--- config.mk ---
export PLATFORM = sky130hd
export DESIGN_NAME = hilo_muldiv_unit
export DESIGN_NICKNAME = d
export VERILOG_FILES = /design/src/rtl/hilo_muldiv_unit.sv
export SDC_FILE = /design/constraint.sdc
export NUM_CORES = 2
export LEC_CHECK = 0
export BUFFER_PORTS_ARGS = -buffer_cell sky130_fd_sc_hd__buf_4
export CORE_UTILIZATION = 55
export CTS_CLUSTER_SIZE = 20
export DETAILED_ROUTE_END_ITERATION = 10
export GPL_ROUTABILITY_DRIVEN = 1
export PLACE_DENSITY = 0.76
export SLEW_MARGIN = 40
export SYNTH_ARGS = -nofsm -noshare
export SYNTH_HDL_FRONTEND = slang
export SYNTH_SLANG_ARGS = --single-unit
--- constraint.sdc ---
create_clock -name Clk -period 44.8 [get_ports Clk]
set_clock_uncertainty 0.05 [all_clocks]
set_input_delay 11.2 -clock Clk [delete_from_list [all_inputs] [get_ports Clk]]
set_output_delay 11.2 -clock Clk [all_outputs]
set_load 0.01 [all_outputs]
--- src/rtl/hilo_muldiv_unit.sv ---
// Iterative multiply/divide engine owning the architectural HI/LO registers.
// Shift-add multiply and restoring divide, one bit per cycle, start/busy/done handshake.
module hilo_muldiv_unit (
  input  logic        Clk,
  input  logic        Reset,
  input  logic        Start,
  input  logic [2:0]  Op,
  input  logic [31:0] A,
  input  logic [31:0] B,
  output logic        Busy,
  output logic        Done,
  output logic        DivByZero,
  output logic [31:0] HI,
  output logic [31:0] LO,
  output logic [2:0]  o_dbg_state
);

  localparam logic [2:0] OP_MULT  = 3'b000;
  localparam logic [2:0] OP_MULTU = 3'b001;
  localparam logic [2:0] OP_MADD  = 3'b010;
  localparam logic [2:0] OP_MSUB  = 3'b011;
  localparam logic [2:0] OP_DIV   = 3'b100;
  localparam logic [2:0] OP_DIVU  = 3'b101;
  localparam logic [2:0] OP_MTHI  = 3'b110;
  localparam logic [2:0] OP_MTLO  = 3'b111;

  typedef enum logic [2:0] {
    ST_IDLE = 3'd0,
    ST_MUL  = 3'd1,
    ST_DIV  = 3'd2,
    ST_ACC  = 3'd3,
    ST_FIN  = 3'd4
  } state_t;

  state_t r_state;
  state_t w_next_state;

  logic [2:0]  r_op;
  logic [31:0] r_hi;
  logic [31:0] r_lo;
  logic [63:0] r_hilo_q;
  logic [63:0] r_acc;
  logic [63:0] r_mcand;
  logic [31:0] r_mplier;
  logic [31:0] r_quot;
  logic [31:0] r_rem;
  logic [31:0] r_divs;
  logic [4:0]  r_cnt;
  logic        r_neg;
  logic        r_rem_neg;
  logic        r_bzero;
  logic        r_done;
  logic        r_dbz;

  logic        w_accept;
  logic        w_signed_op;
  logic        w_a_neg;
  logic        w_b_neg;
  logic [31:0] w_a_mag;
  logic [31:0] w_b_mag;
  logic        w_is_div;
  logic        w_last_iter;
  logic [32:0] w_shift;
  logic        w_ge;
  logic [31:0] w_diff;
  logic [63:0] w_prod_signed;
  logic [31:0] w_quot_final;
  logic [31:0] w_rem_final;

  // A request is only taken when fully idle and the previous Done has cleared.
  assign w_accept    = (r_state == ST_IDLE) && Start && !r_done;
  assign w_signed_op = (Op == OP_MULT) || (Op == OP_MADD) || (Op == OP_MSUB) || (Op == OP_DIV);
  assign w_a_neg     = w_signed_op && A[31];
  assign w_b_neg     = w_signed_op && B[31];
  assign w_a_mag     = w_a_neg ? (32'd0 - A) : A;
  assign w_b_mag     = w_b_neg ? (32'd0 - B) : B;
  assign w_is_div    = (Op == OP_DIV) || (Op == OP_DIVU);
  assign w_last_iter = (r_cnt == 5'd31);

  // Restoring step: remainder never exceeds the divisor, so the low 32 bits suffice.
  assign w_shift = {r_rem, r_quot[31]};
  assign w_ge    = (w_shift >= {1'b0, r_divs});
  assign w_diff  = w_shift[31:0] - r_divs;

  assign w_prod_signed = r_neg ? (64'd0 - r_acc) : r_acc;
  assign w_quot_final  = r_neg ? (32'd0 - r_quot) : r_quot;
  assign w_rem_final   = r_rem_neg ? (32'd0 - r_rem) : r_rem;

  always_ff @(posedge Clk or posedge Reset) begin
    if (Reset) r_state <= ST_IDLE;
    else       r_state <= w_next_state;
  end

  always_comb begin
    w_next_state = r_state;
    case (r_state)
      ST_IDLE: begin
        if (w_accept) begin
          if ((Op == OP_MTHI) || (Op == OP_MTLO)) w_next_state = ST_IDLE;
          else if (w_is_div)                      w_next_state = (B == 32'd0) ? ST_FIN : ST_DIV;
          else                                    w_next_state = ST_MUL;
        end
      end
      ST_MUL: begin
        if (w_last_iter)
          w_next_state = ((r_op == OP_MADD) || (r_op == OP_MSUB)) ? ST_ACC : ST_FIN;
      end
      ST_DIV:  if (w_last_iter) w_next_state = ST_FIN;
      ST_ACC:  w_next_state = ST_FIN;
      ST_FIN:  w_next_state = ST_IDLE;
      default: w_next_state = ST_IDLE;
    endcase
  end

  always_comb begin
    Busy        = (r_state != ST_IDLE);
    Done        = r_done;
    DivByZero   = r_dbz;
    HI          = r_hi;
    LO          = r_lo;
    o_dbg_state = r_state;
  end

  always_ff @(posedge Clk or posedge Reset) begin
    if (Reset) begin
      r_op      <= 3'd0;
      r_hi      <= 32'd0;
      r_lo      <= 32'd0;
      r_hilo_q  <= 64'd0;
      r_acc     <= 64'd0;
      r_mcand   <= 64'd0;
      r_mplier  <= 32'd0;
      r_quot    <= 32'd0;
      r_rem     <= 32'd0;
      r_divs    <= 32'd0;
      r_cnt     <= 5'd0;
      r_neg     <= 1'b0;
      r_rem_neg <= 1'b0;
      r_bzero   <= 1'b0;
      r_done    <= 1'b0;
      r_dbz     <= 1'b0;
    end else begin
      r_done <= 1'b0;
      r_dbz  <= 1'b0;
      case (r_state)
        ST_IDLE: begin
          if (w_accept) begin
            r_op      <= Op;
            r_hilo_q  <= {r_hi, r_lo};
            r_acc     <= 64'd0;
            r_mcand   <= {32'd0, w_a_mag};
            r_mplier  <= w_b_mag;
            r_quot    <= w_a_mag;
            r_rem     <= 32'd0;
            r_divs    <= w_b_mag;
            r_cnt     <= 5'd0;
            r_neg     <= w_a_neg ^ w_b_neg;
            r_rem_neg <= w_a_neg;
            r_bzero   <= w_is_div && (B == 32'd0);
            if (Op == OP_MTHI) begin
              r_hi   <= A;
              r_done <= 1'b1;
            end else if (Op == OP_MTLO) begin
              r_lo   <= A;
              r_done <= 1'b1;
            end
          end
        end
        ST_MUL: begin
          if (r_mplier[0]) r_acc <= r_acc + r_mcand;
          r_mcand  <= {r_mcand[62:0], 1'b0};
          r_mplier <= {1'b0, r_mplier[31:1]};
          r_cnt    <= r_cnt + 5'd1;
        end
        ST_DIV: begin
          r_rem  <= w_ge ? w_diff : w_shift[31:0];
          r_quot <= {r_quot[30:0], w_ge};
          r_cnt  <= r_cnt + 5'd1;
        end
        ST_ACC: begin
          r_acc <= (r_op == OP_MADD) ? (r_hilo_q + w_prod_signed) : (r_hilo_q - w_prod_signed);
        end
        ST_FIN: begin
          r_done <= 1'b1;
          case (r_op)
            OP_MULT, OP_MULTU: {r_hi, r_lo} <= w_prod_signed;
            OP_MADD, OP_MSUB:  {r_hi, r_lo} <= r_acc;
            OP_DIV, OP_DIVU: begin
              if (r_bzero) begin
                r_dbz <= 1'b1;
              end else begin
                r_lo <= w_quot_final;
                r_hi <= w_rem_final;
              end
            end
            default: ;
          endcase
        end
        default: ;
      endcase
    end
  end

endmodule

==> impl_metrics.py <==
metrics = {
    "route": {
        "detail_route.drc_violations": 12,
        "drt_pass1_iterations": 9,
        "routedWlPerCell_um": 24.5,
        "drt_iter0_markers": 4384,
        "highest-signal-layer": "met5",
        "via_per_inst": 6.66,
        "wl_met1_mm": 50.3,
        "routed-via-count": 33007,
        "wl_met2_mm": 50.7,
        "routed_wl_mm": 122,
        "dr_wl_met3_mm": 14.1,
        "detail-route-antenna-nets": 0,
    },
    "outcome": {
        "run_status": "finished with violations",
        "failed_checks": "DRC",
    },
    "clock_tree": {
        "clock_path_buffers": 3,
        "cts-buffers-inserted": 50,
        "cts_max_level": 2,
        "numClockSinks": 400,
        "cts_resized": 0,
        "clkTransAtPathRegs_ns": 0.06,
        "cts.repair_timing.setup_buffer_count": 0,
        "clock-root-buffer": "clkbuf_16",
        "hold_buffers": 0,
        "cts_tree": "built",
        "clock_latency_ns": 0.65,
    },
    "die": {
        "die_width_um": 247,
        "number_of_top_level_pins": 140,
        "die_area_um2": 61200,
        "core-area_um2": 59200,
        "die_h_um": 247,
        "fp-row-count": 89,
        "start_util": 0.559,
    },
    "cells_and_area": {
        "postLayoutCoreUtil": 0.612,
        "fin_nets": 4398,
        "area_delta_synth_final_pct": 9.53,
        "antenna_cells_inserted": 0,
        "drive_gt1_frac": 0.0848,
    },
    "yosys": {
        "synthCells": 4195,
        "post_synth_instance_area_um2": 33100,
        "synthXorXnorAreaFrac": 0.0997,
        "netlist.top_cell.by_area": "dfrtp_1",
        "muxShareOfSynthArea": 0.00605,
        "synthArstFlopShare": 1.00,
        "synth_largest_type_area_fraction": 0.302,
        "yosys.cell_types.count": 97,
        "post_synth_main_area_contributors": "dfrtp_1 (30%), nand2_1 (6.8%), ha_1 (6.7%)",
        "synth_top_family_by_area": "compound AO/OA/AOI/OAI gates",
        "share_of_the_synthesized_area_in_compound_gates_ao_oa_aoi_oai": 0.266,
        "sequential_element_share_of_the_synthesized_area": 0.302,
        "synthesis.nets": 4445,
        "synth_simple_gate_area_share": 0.210,
        "synth-seq-cells": 400,
        "yosysWarnings": 0,
        "postSynth.topFlopCell": "dfrtp_1",
        "synthesis.area_per_instance_um2": 7.89,
        "synthAdderAreaFrac": 0.0687,
        "synth_enable_flop_cells": 0,
    },
    "place": {
        "place_worst_setup_slack_ns": 30.38,
        "dp.final_hpwl_mm": 90.6,
        "globalplace.congestion": 1.03,
        "port_buffers": 139,
    },
    "sta": {
        "finalWorstSetupSlack_ns": 31.29,
        "count_of_final_setup_violators": 0,
        "post-route-period-util": 0.301,
        "grt_setup_unrepaired": "false",
        "report.final.hold_viol_count": 0,
        "hold_slack_ns": 0.427,
        "slew_viol_final": 0,
        "period_minus_slack_ns": 13.51,
        "worst_slew_pin_slew_ns": 0.858,
        "final_total_negative_setup_slack_ns": 0,
        "max_slew_margin": 0.423,
        "fmax_mhz": 74.0,
    },
    "global_routing": {
        "grt_start_max_net_pins": 104,
        "global_route_wire_length_before_repair_mm": 184,
        "overall_track_demand_over_capacity_in_global_routing": 0.393,
        "grt_remaining_overflow": 0,
        "vias_in_the_first_global_route": 29929,
        "antenna_violations_before_repair": 4,
    },
    "worst_hold_path": {
        "hold_class": "register to register",
    },
    "critical_path": {
        "r2r-start": "r_acc[0]$_DFFE_PP0P_",
        "crit_path_end_kind": "primary output",
        "path_class": "register to primary output",
        "ff2ff_setup_slack_ns": 36.53,
        "worstSetupEndpoint": "Busy",
        "timing.critical_path.from": "o_dbg_state[0]$_DFFE_PP0P_",
        "required_ns": 33.55,
        "critical_path_arrival_ns": 2.26,
        "timing.reg2reg.worst_path_depth": 24,
        "worst_r2r_endpoint": "r_acc[61]$_DFFE_PP0P_",
        "critical_path.max_fanout": 27,
        "timing.critical_path.from_type": "register",
    },
    "job": {
        "maxCapViolations": 0,
    },
}
cell usage in the layout, fill, tap and decap left out, drive strengths merged, types with 17 or more instances in the layout:
| master | n |
|---|---|
| ha | 177 |
| or2 | 21 |
| a21o | 120 |
| o41ai | 34 |
| nor3 | 83 |
| or4 | 27 |
| buf | 184 |
| xor2 | 164 |
| inv | 107 |
| a211oi | 50 |
| o21ai | 317 |
| a21oi | 354 |
| mux2i | 20 |
| a21boi | 17 |
| o31ai | 55 |
| and3 | 29 |
| nand4 | 49 |
| a31oi | 46 |
| a221o | 34 |
| clkbuf | 68 |
| and2 | 24 |
| nand2 | 599 |
| a22oi | 32 |
| nand3 | 180 |
| nor2 | 270 |
| dfrtp | 400 |
| nor2b | 21 |
| a221oi | 59 |
| o21a | 19 |
| xnor2 | 212 |
| nand2b | 34 |
| or3 | 48 |
| nor4 | 41 |
| o21bai | 32 |
| a22o | 27 |
| o211ai | 22 |
| o22ai | 62 |
per-stage QoR:
step / cell area (µm²) / instances
after floorplan: 33100 / 4195
after global placement: 34400 / 4866
after detailed placement: 34500 / 4868
after CTS: 36200 / 4958
after global routing: 36300 / 4959
final: 36300 / 4959
worst min path at each step:
stage	from	to	slack, ns	cells after the start
3_5_place_dp	r_mplier[11]$_DFFE_PP0P_	r_mplier[10]$_DFFE_PP0P_	0.41	2
3_3_place_gp	r_divs[8]$_DFFE_PP0P_	r_divs[8]$_DFFE_PP0P_	0.41	1
2_1_floorplan	r_mplier[11]$_DFFE_PP0P_	r_mplier[10]$_DFFE_PP0P_	0.39	2
4_1_cts	r_divs[8]$_DFFE_PP0P_	r_divs[8]$_DFFE_PP0P_	0.43	1
5_1_grt	r_hilo_q[27]$_DFFE_PP0P_	r_hilo_q[27]$_DFFE_PP0P_	0.45	2
6_report	r_divs[2]$_DFFE_PP0P_	r_divs[2]$_DFFE_PP0P_	0.43	1
flip-flops by register name (all words and copies together) (netlist names), 3 cells and up:
register and flops:
HI 32, r_op 3, r_mplier 32, r_hilo_q 64, LO 32, r_mcand 64, o_dbg_state 3, r_cnt 5
r_divs 32, r_acc 64, r_quot 32, r_rem 32
cell usage after synthesis (10+ instances only):
master	n
nand2_1	599
dfrtp_1	400
a21oi_1	354
o21ai_0	308
nor2_1	270
clkbuf_1	244
xnor2_1	212
nand3_1	179
ha_1	177
xor2_1	163
a21o_1	120
inv_1	105
nor3_1	81
o22ai_1	62
a221oi_1	59
o31ai_1	52
a211oi_1	50
nand4_1	47
a31oi_1	46
or3_1	43
nor4_1	37
a221o_1	34
nand2b_1	34
a22oi_1	32
o21bai_1	32
and3_1	28
o41ai_1	28
a22o_1	27
or4_1	23
and2_1	22
o211ai_1	22
nor2b_1	21
mux2i_1	20
buf_1	19
o21a_1	19
or2_2	18
a21boi_0	17
a41oi_1	12
o221ai_1	11
and4_1	10
critical path: stages (launching register included):
cell and delay (ns):
dfrtp_1 0.67, or3_1 0.69, buf_4 0.25
final cells by class:
cell class | instances | area, µm²
multi-input cells | 3406 | 21700
well taps | 773 | 967
clock inverters | 22 | 337
inverters | 106 | 405
clock buffers | 68 | 1400
flip-flops and latches | 400 | 10000
fillers | 5362 | 23000
repair buffers | 184 | 1450
layer usage:
layer | vias up | global-route usage
met3 | 300 | 0.0885
met5 | - | 0
met4 | 8 | 0.188
li1 | 15195 | -
met1 | 15616 | 0.556
met2 | 1888 | 0.566
cell families (layout without fill, tap and decap cells):
kind of cell               Yosys count  count (layout)
xor gates and xnor gates           376             376
AOI/OAI and AO/OA                 1360            1360
buffers and inverters              389             380
and+or+nand+nor                   1470            1470
DFF                                400             400
muxes                               20              20
adders and majority gates          180             180
Power is not shown: default switching activity piles up to over one toggle a cycle in this logic, so the estimate is an artifact.
